### config.mk
export PLATFORM = sky130hd
export DESIGN_NAME = cv32e40p_mult_sched_ft_flat
export DESIGN_NICKNAME = d
export VERILOG_FILES = /design/src/rtl/cv32e40p_mult_sched_ft_if.sv /design/src/rtl/cv32e40p_mult_sched_ft.sv /design/src/flat_wrapper.sv
export SDC_FILE = /design/constraint.sdc
export NUM_CORES = 1
export LEC_CHECK = 0
export ABC_AREA = 1
export CORE_MARGIN = 3
export CORE_UTILIZATION = 54
export CTS_BUF_LIST = sky130_fd_sc_hd__clkbuf_8 sky130_fd_sc_hd__clkbuf_16
export DETAILED_ROUTE_END_ITERATION = 8
export PLACE_DENSITY_LB_ADDON = 0.3
export SLEW_MARGIN = 20
export SYNTH_ARGS = -nofsm -noshare
export SYNTH_HDL_FRONTEND = slang
export SYNTH_SLANG_ARGS = --single-unit
### constraint.sdc
create_clock -name clk -period 2.6 [get_ports clk]
set_clock_uncertainty 0.1 [all_clocks]
set_input_delay 0.52 -clock clk [delete_from_list [all_inputs] [get_ports clk]]
set_output_delay 0.52 -clock clk [all_outputs]
set_load 0.005 [all_outputs]
### src/rtl/cv32e40p_mult_sched_ft_if.sv
// Handshake and status bundle between the EX-stage multiply issue logic,
// the redundancy scheduler and the replicated MULT units with their voter.
interface cv32e40p_mult_sched_ft_if;
  logic        req_valid_i;
  logic        req_ready_o;
  logic [1:0]  req_class_i;
  logic [11:0] permanent_faulty_mult_i;
  logic [2:0]  mult_enable_o;
  logic [2:0]  mult_ready_i;
  logic        mismatch_i;
  logic [1:0]  mode_o;
  logic [1:0]  sel_o;
  logic        done_o;
  logic        done_err_o;
  logic [31:0] retry_count_o;

  // Scheduler side
  modport slave (
    input  req_valid_i, req_class_i, permanent_faulty_mult_i, mult_ready_i, mismatch_i,
    output req_ready_o, mult_enable_o, mode_o, sel_o, done_o, done_err_o, retry_count_o
  );

  // Requester / MULT-unit side
  modport master (
    output req_valid_i, req_class_i, permanent_faulty_mult_i, mult_ready_i, mismatch_i,
    input  req_ready_o, mult_enable_o, mode_o, sel_o, done_o, done_err_o, retry_count_o
  );
endinterface

### src/rtl/cv32e40p_mult_sched_ft.sv
// Fault-tolerant multiply scheduler: picks TMR/DMR/simplex/reject per op
// class from the permanent-fault map, drives the replica enables, retries
// DMR mismatches and reports done/error.
//
// state | meaning
// IDLE  | ready for a request; fault map sampled on acceptance
// BUSY  | selected units enabled, waiting for all of them to be ready
// RETRY | one dead cycle with enables low before re-running a DMR op
// DONE  | one-cycle done pulse; round-robin pointer advances
module cv32e40p_mult_sched_ft #(
  parameter int MAX_RETRY = 1,
  parameter int TIMEOUT   = 15
) (
  input logic                          clk,
  input logic                          rst,
  cv32e40p_mult_sched_ft_if.slave      bus
);

  typedef enum logic [1:0] {IDLE, BUSY, RETRY, DONE} state_e;

  localparam logic [1:0] MODE_TMR     = 2'd0;
  localparam logic [1:0] MODE_DMR     = 2'd1;
  localparam logic [1:0] MODE_SIMPLEX = 2'd2;
  localparam logic [1:0] MODE_NONE    = 2'd3;

  state_e      state_q, state_d;
  logic [2:0]  mask_q, mask_d;
  logic [1:0]  mode_q, mode_d;
  logic [1:0]  sel_q, sel_d;
  logic        err_q, err_d;
  logic [1:0]  rr_q, rr_d;
  logic [3:0]  retry_q, retry_d;
  logic [7:0]  tmo_q, tmo_d;
  logic [31:0] rcnt_q, rcnt_d;

  logic [2:0]  healthy;
  logic [1:0]  n_healthy;
  logic [1:0]  acc_mode;
  logic [1:0]  acc_sel;
  logic        complete;

  // Health of each replica for the requested class, and the resulting mode.
  // With exactly as many healthy units as the mode needs, the enable mask is
  // simply the healthy mask; only the forwarded unit depends on the rr scan.
  always_comb begin
    for (int u = 0; u < 3; u++) begin
      healthy[u] = ~bus.permanent_faulty_mult_i[u*4 + int'(bus.req_class_i)];
    end
    n_healthy = {1'b0, healthy[0]} + {1'b0, healthy[1]} + {1'b0, healthy[2]};
    // 3 healthy -> TMR(0), 2 -> DMR(1), 1 -> SIMPLEX(2), 0 -> NONE(3)
    acc_mode  = 2'd3 - n_healthy;
  end

  // First healthy unit in the scan rr, rr+1, rr+2 (mod 3); TMR forwards unit 0.
  always_comb begin
    logic [2:0] idx;
    logic       found;
    acc_sel = 2'd0;
    found   = 1'b0;
    idx     = 3'd0;
    for (int k = 0; k < 3; k++) begin
      idx = {1'b0, rr_q} + 3'(k);
      if (idx >= 3'd3) idx = idx - 3'd3;
      if (!found && healthy[idx[1:0]]) begin
        acc_sel = idx[1:0];
        found   = 1'b1;
      end
    end
    if (n_healthy == 2'd3) acc_sel = 2'd0;
  end

  assign complete = ((bus.mult_ready_i & mask_q) == mask_q);

  // Next-state and output decode.
  always_comb begin
    state_d = state_q;
    mask_d  = mask_q;
    mode_d  = mode_q;
    sel_d   = sel_q;
    err_d   = err_q;
    rr_d    = rr_q;
    retry_d = retry_q;
    tmo_d   = tmo_q;
    rcnt_d  = rcnt_q;

    case (state_q)
      IDLE: begin
        if (bus.req_valid_i) begin
          mask_d  = healthy;
          mode_d  = acc_mode;
          sel_d   = acc_sel;
          retry_d = 4'd0;
          tmo_d   = 8'd0;
          err_d   = (acc_mode == MODE_NONE);
          state_d = (acc_mode == MODE_NONE) ? DONE : BUSY;
        end
      end
      BUSY: begin
        if (complete) begin
          if (mode_q == MODE_DMR && bus.mismatch_i) begin
            if (retry_q < 4'(MAX_RETRY)) begin
              retry_d = retry_q + 4'd1;
              rcnt_d  = (rcnt_q == 32'hFFFF_FFFF) ? rcnt_q : rcnt_q + 32'd1;
              state_d = RETRY;
            end else begin
              err_d   = 1'b1;
              state_d = DONE;
            end
          end else begin
            err_d   = 1'b0;
            state_d = DONE;
          end
        end else if (tmo_q == 8'(TIMEOUT - 1)) begin
          err_d   = 1'b1;
          state_d = DONE;
        end else begin
          tmo_d = tmo_q + 8'd1;
        end
      end
      RETRY: begin
        tmo_d   = 8'd0;
        state_d = BUSY;
      end
      DONE: begin
        if (mode_q == MODE_DMR || mode_q == MODE_SIMPLEX) begin
          rr_d = (rr_q == 2'd2) ? 2'd0 : rr_q + 2'd1;
        end
        state_d = IDLE;
      end
      default: state_d = IDLE;
    endcase

    bus.req_ready_o   = (state_q == IDLE);
    bus.mult_enable_o = (state_q == BUSY) ? mask_q : 3'b000;
    bus.done_o        = (state_q == DONE);
    bus.done_err_o    = (state_q == DONE) && err_q;
    bus.mode_o        = mode_q;
    bus.sel_o         = sel_q;
    bus.retry_count_o = rcnt_q;
  end

  // State and datapath registers with synchronous reset.
  always_ff @(posedge clk) begin
    if (rst) begin
      state_q <= IDLE;
      mask_q  <= 3'b000;
      mode_q  <= MODE_NONE;
      sel_q   <= 2'd0;
      err_q   <= 1'b0;
      rr_q    <= 2'd0;
      retry_q <= 4'd0;
      tmo_q   <= 8'd0;
      rcnt_q  <= 32'd0;
    end else begin
      state_q <= state_d;
      mask_q  <= mask_d;
      mode_q  <= mode_d;
      sel_q   <= sel_d;
      err_q   <= err_d;
      rr_q    <= rr_d;
      retry_q <= retry_d;
      tmo_q   <= tmo_d;
      rcnt_q  <= rcnt_d;
    end
  end

endmodule

### src/flat_wrapper.sv
// flat-port wrapper written by rule: the top's interface ports become plain ports
module cv32e40p_mult_sched_ft_flat 
#(
  parameter int MAX_RETRY = 1,
  parameter int TIMEOUT   = 15
)
  (clk, rst, bus_req_valid_i, bus_req_class_i, bus_permanent_faulty_mult_i, bus_mult_ready_i, bus_mismatch_i, bus_req_ready_o, bus_mult_enable_o, bus_mode_o, bus_sel_o, bus_done_o, bus_done_err_o, bus_retry_count_o);
  cv32e40p_mult_sched_ft_if bus_i ();
  input logic clk;
  input logic rst;
  input wire logic [$bits(bus_i.req_valid_i)-1:0] bus_req_valid_i;
  input wire logic [$bits(bus_i.req_class_i)-1:0] bus_req_class_i;
  input wire logic [$bits(bus_i.permanent_faulty_mult_i)-1:0] bus_permanent_faulty_mult_i;
  input wire logic [$bits(bus_i.mult_ready_i)-1:0] bus_mult_ready_i;
  input wire logic [$bits(bus_i.mismatch_i)-1:0] bus_mismatch_i;
  output wire logic [$bits(bus_i.req_ready_o)-1:0] bus_req_ready_o;
  output wire logic [$bits(bus_i.mult_enable_o)-1:0] bus_mult_enable_o;
  output wire logic [$bits(bus_i.mode_o)-1:0] bus_mode_o;
  output wire logic [$bits(bus_i.sel_o)-1:0] bus_sel_o;
  output wire logic [$bits(bus_i.done_o)-1:0] bus_done_o;
  output wire logic [$bits(bus_i.done_err_o)-1:0] bus_done_err_o;
  output wire logic [$bits(bus_i.retry_count_o)-1:0] bus_retry_count_o;
  assign bus_i.req_valid_i = bus_req_valid_i;
  assign bus_i.req_class_i = bus_req_class_i;
  assign bus_i.permanent_faulty_mult_i = bus_permanent_faulty_mult_i;
  assign bus_i.mult_ready_i = bus_mult_ready_i;
  assign bus_i.mismatch_i = bus_mismatch_i;
  assign bus_req_ready_o = bus_i.req_ready_o;
  assign bus_mult_enable_o = bus_i.mult_enable_o;
  assign bus_mode_o = bus_i.mode_o;
  assign bus_sel_o = bus_i.sel_o;
  assign bus_done_o = bus_i.done_o;
  assign bus_done_err_o = bus_i.done_err_o;
  assign bus_retry_count_o = bus_i.retry_count_o;
  cv32e40p_mult_sched_ft #(.MAX_RETRY(MAX_RETRY), .TIMEOUT(TIMEOUT)) u_core (.clk(clk), .rst(rst), .bus(bus_i));
endmodule
# After elaboration in Yosys (flattened, before gate mapping)
# Cells that the tools add are included.
classes:
  addsub: 14
  multipliers: 0
  n_div: 0
  order_cmp: 10
  n_eq_ne: 19
  shift: 0
  n_mux: 47
  bitwise: 5
  reduce_logical: 17
op_table:
  columns: ["op", "count"]
  rows:
  - ["32-bit by 6-bit less-than comparator with 1-bit output, second input constant", 2]
  - ["32-bit by 1-bit adder with 32-bit output, second input constant", 1]
  - ["32-bit == test, second input constant", 1]
  - ["2-bit two-way mux", 12]
  - ["8-bit two-way mux", 3]
  - ["8-bit one-hot mux with 3 select lines", 1]
  - ["1-bit two-way mux", 17]
  - ["4-bit two-way mux", 4]
  - ["2-bit == test, second input constant", 6]
  - ["5-bit AND reduction", 2]
  - ["2-bit by 3-bit less-than comparator with 1-bit output, second input constant", 3]
  - ["8-bit by 1-bit adder with 8-bit output, second input constant", 1]
  - ["1-bit binary-select mux with 2-bit select", 4]
  - ["1-bit binary-select mux with 4-bit select", 2]
  - ["8-bit by 4-bit == test with 1-bit output, second input constant", 1]
  - ["2-bit one-hot mux with 4 select lines", 1]
  - ["4-bit one-hot mux with 2 select lines", 1]
  - ["4-bit AND reduction", 2]
  - ["3-bit by 2-bit >= comparator with 1-bit output, second input constant", 2]
  - ["2-bit by 1-bit inequality test with 1-bit output, second input constant", 3]
  - ["2-bit inequality test, second input constant", 3]
  - ["2-bit AND reduction", 3]
  - ["2-bit subtractor, second input constant", 3]
  - ["4-bit by 2-bit adder with 5-bit output, first input constant", 1]
  - ["25 further kinds", 33]
totals:
  regBits: 56
  latchBits: 0
  mem_bits_rw: 0
  mem_bits_ro: 0
  inputBits: 21
  wordCells: 121
  n_memories: 0

# Depth between registers and ports, before layout
depth:
  ltp_word: 15
  ltp_mapped: 13
  depth_no_buf: 12

# Worst setup path before layout
# OpenSTA, ideal clock, no wires.
synth_timing:
  path_kind: "input to register"
  from: "input bus_req_class_i[0]"
  to: "register u_core.state_q[1]"
  setup_ns: 0.057
  arrival_time_ns: 1.937
  setup_slack_ns: 0.507
  path_stages: 9
  path_cell_list: "inv_1 nand2_1 nand3_1 nand2_1 fa_1 or2_2 a21oi_1 nand3_1 inv_1"
synth_between:
  elab_chain_cells: 12
  word_cells_on_any_way: 20
  classes_between: "add/sub: 5; eq/ne: 1; mux: 11; bitwise: 3"
synth_lines:
  columns: ["element", "line_no", "source"]
  rows:
  - ["start, declared", "flat_wrapper.sv:12", "input wire logic [$bits(bus_i.req_class_i)-1:0] bus_req_class_i;"]
  - ["3-bit by 2-bit adder with 4-bit output", "cv32e40p_mult_sched_ft.sv:47", "healthy[u] = ~bus.permanent_faulty_mult_i[u*4 + int'(bus.req_class_i)];"]
  - ["1-bit binary-select mux with 4-bit select", "cv32e40p_mult_sched_ft.sv:47", null]
  - ["1-bit two-way mux (implied by the code) (2 in series)", "cv32e40p_mult_sched_ft.sv:47", null]
  - ["1-bit NOT", "cv32e40p_mult_sched_ft.sv:47", null]
  - ["via u_core.healthy[1]", "cv32e40p_mult_sched_ft.sv:36", "logic [2:0] healthy;"]
  - ["1-bit by 1-bit adder with 2-bit output", "cv32e40p_mult_sched_ft.sv:49", "n_healthy = {1'b0, healthy[0]} + {1'b0, healthy[1]} + {1'b0, healthy[2]};"]
  - ["2-bit by 1-bit adder with 2-bit output", "cv32e40p_mult_sched_ft.sv:49", null]
  - ["2-bit subtractor", "cv32e40p_mult_sched_ft.sv:51", "acc_mode = 2'd3 - n_healthy;"]
  - ["2-bit == test", "cv32e40p_mult_sched_ft.sv:95", "state_d = (acc_mode == MODE_NONE) ? DONE : BUSY;"]
  - ["2-bit two-way mux", "cv32e40p_mult_sched_ft.sv:95", null]
  - ["2-bit two-way mux", "cv32e40p_mult_sched_ft.sv:88", "if (bus.req_valid_i) begin"]
  - ["2-bit one-hot mux with 4 select lines", "cv32e40p_mult_sched_ft.sv:86", "case (state_q)"]
  - ["end signal, assigned", "cv32e40p_mult_sched_ft.sv:155", "state_q <= state_d;"]
  - ["end, declared", "cv32e40p_mult_sched_ft.sv:26", "state_e state_q, state_d;"]
# The timed path passes the listed nets, and every way through them passes these cells. The select of a mux whose other input is x is not followed.
# A chain may end at the register's enable or synchronous reset.

# Worst setup path in the final report
# Ends and elaborated chain as after synthesis.

==> summary.txt <==
Worst Path Required = 2.77 ns
I/O Pins = 63
top_reg_cell synth = dfxtp_1
Routability Congestion = 0.9118
grt peak-use layer = met2
Post-CTS Hold Fix Bufs = 0
Final ANT Viol Nets = 0
final std cells w/o fill = 733
antenna violations before repair = 0
Max-slew headroom = 65.84%
crit path capture type = flip-flop
CTS buffer count = 5
CTS root buffer = clkbuf_8
grt ovf = 0
pwr dens = 394.2 nW/um2
Clk pwr share = 29.1%
sequential area share after synthesis = 30.37%
outcome = finished clean
Reg area = 1121 um2
# fillers = 582
slowest stage cell, crit path = fa_1
clk sinks = 56
Peak VDD IR = 0.2786 mV
Die Area = 7863 um2
crit-path max FO = 6
crit start category = input port
largest net degree at the start of global routing = 39
DRT Wirelength = 10.13 mm
Max-Cap Viols = 0
hold_ws = 0.3474 ns
Global Route Usage Sum = 27.03%
post-synthesis register bit count = 56
WS Path Type = in -> reg
worst path bufs/invs = 3
Synth area leaders = dfxtp_1, nand2_1, nand3_1, nor2_1, inv_1
final setup fails = 0
Ys Warns = 0
period utilization = 93.16%
post-route setup slack = 0.1778 ns
FMAX = 412.8 MHz
min Tclk post-route = 2.422 ns
ANT cells = 0
Psw = 0.0005484 W
hold crit path type = reg -> reg
first drt pass iteration count = 5
Die H = 88.68 um
crit-path cells = clkdlybuf4s50_1, inv_1, nand2_1, nand3_1, nand2_1, fa_1, or2_2, a21oi_1, nand3_1, inv_1
starting density of the core = 56.83%
CTS H-tree depth = 2
worst-margin pin slew = 0.5105 ns
drt initial violations = 272
max-slew violations = 0
Yosys top cell area share = 30.37%
post-synthesis cell area = 3691 um2
Synth-to-Final Area Change = 22.31%
met1 GRT Util = 31.45%
CTS tree = done
asr flop ratio synth = 0%
met3 Use GR = 4.469%
Post-CTS Setup Inserts = 0
Placed Cells = 725
Avg WL per Cell = 13.82 um
RSZ-0062 raised after global routing = no
CP peak stage delay = 0.50 ns
drt via density = 5.502
Row Count = 29
syn_nets = 621
share of post-route cells with drive strength above 1 = 5.793%
clk_lat worst skew = 0.33 ns
Synth Instances = 588
leakage = 1.774 nW
post-synth cell types = 30
residual DRC count = 0
first-pass GRT wire length = 16.95 mm
Final HPWL DP = 7.785 mm
vias in the first global route = 3803
Setup WS pre-CTS = -0.1375 ns
area of the multi-input gates = 2248 um2
Final Hold Vio Count = 0
EDFF count, synth = 0
Flop pwr share = 51.4%
final setup TNS = 0 ns
Int Power = 0.001231 W
Die W = 88.68 um
core box area = 6495 um2
mean post-synth cell area = 6.277 um2
commonest cells in the netlist = nand2_1, nand3_1, nor2_1, inv_1, dfxtp_1
post-CTS sizing = 0
total power = 0.001780 W
Critical Path AT = 2.59 ns
clk slew on worst S/H paths = 0.11 ns
largest area contributor in the netlist = dfxtp_1
GR Util met2 = 49.12%
Net Sw Frac = 30.81%
family with the most delay on the worst path = buffers and inverters
Nets = 688
logic gate share of total power = 19.5%
IO buf count = 62
clk buf depth = 2
vias = 4033
top-count cell post-synth = nand2_1
==> final cells by class <==
cell class | instances | share of cell area (%)
multi-input cells | 454 | 49.81
flip-flops and latches | 56 | 24.83
repair buffers | 75 | 15.91
inverters | 63 | 5.238
well taps | 77 | 2.134
clock buffers | 5 | 1.524
clock inverters | 3 | 0.5543
==> per-layer routing <==
layer  vias to the layer above  part of all wire [%]
met5                         -                     0
met4                         0                   2.4
met3                        21                   6.4
met2                       158                    49
met1                      1821                    42
li1                       2033                     -
==> per-stage QoR <==
step                      area [um2]  utilization (%)
final                           4514            69.50
after global placement          4420            68.06
after detailed placement        4420            68.06
after floorplan                 3691                -
after CTS                       4514            69.50
after global routing            4514            69.50
==> worst paths after layout <==
kind / slack (ns) / start / cells past startpoint / endpoint
hold / removal: 0.35 / u_core.retry_q[3] / 2 / u_core.retry_q[3]
hold reg to reg: 0.35 / u_core.retry_q[3] / 2 / u_core.retry_q[3]
setup / recovery: 0.18 / bus_req_class_i[0] / 10 / u_core.state_q[1]
setup reg to reg: 0.47 / u_core.bus.retry_count_o[0] / 9 / u_core.bus.retry_count_o[16]
==> worst min-delay path, cell delays in order (launching register included) <==
cell and delay (ns):
dfxtp_1 0.33, nand2_1 0.06, nor2_1 0.03
==> flip-flops by register name (all words and copies together), names as in the netlist <==
| name | cells |
|---|---|
| u_core.bus.sel_o | 2 |
| u_core.tmo_q | 8 |
| u_core.state_q | 2 |
| u_core.bus.mode_o | 2 |
| u_core.err_q | 1 |
| u_core.mask_q | 3 |
| u_core.bus.retry_count_o | 32 |
| u_core.retry_q | 4 |
| u_core.rr_q | 2 |
==> placed cells by master (no fill, tap or decap), drive strengths merged, types with 5 or more instances in the layout <==
master | Yosys | layout
nand3 | 68 | 68
buf | 8 | 13
clkdlybuf4s50 | 0 | 62
o21ai | 12 | 12
nand3b | 11 | 11
ha | 11 | 11
dfxtp | 56 | 56
nand2 | 184 | 184
clkbuf | 7 | 5
a21oi | 45 | 45
nor2 | 68 | 68
nand4 | 12 | 12
inv | 63 | 65
nor3 | 12 | 12
xor2 | 15 | 15
==> power groups by stage <==
stage / registers, W / clock network, W / logic, W
CTS: 0.000915 / 0.000527 / 0.000345
global route: 0.000919 / 0.000556 / 0.000390
finish: 0.000915 / 0.000517 / 0.000347
global placement: 0.000933 / 0 / 0.000329
floorplan: 0.000928 / 0 / 0.000206
detailed placement: 0.000934 / 0 / 0.000343
==> kinds of logic after synthesis <==
group / after synthesis / synth area share, %
compound gates: 62 / 8.576
xor+xnor: 18 / 4.271
fa+ha+maj: 12 / 4.271
buf+inv: 78 / 8.712
flops: 56 / 30.37
simple gates: 362 / 43.80
(Power assumes the default switching activity.)
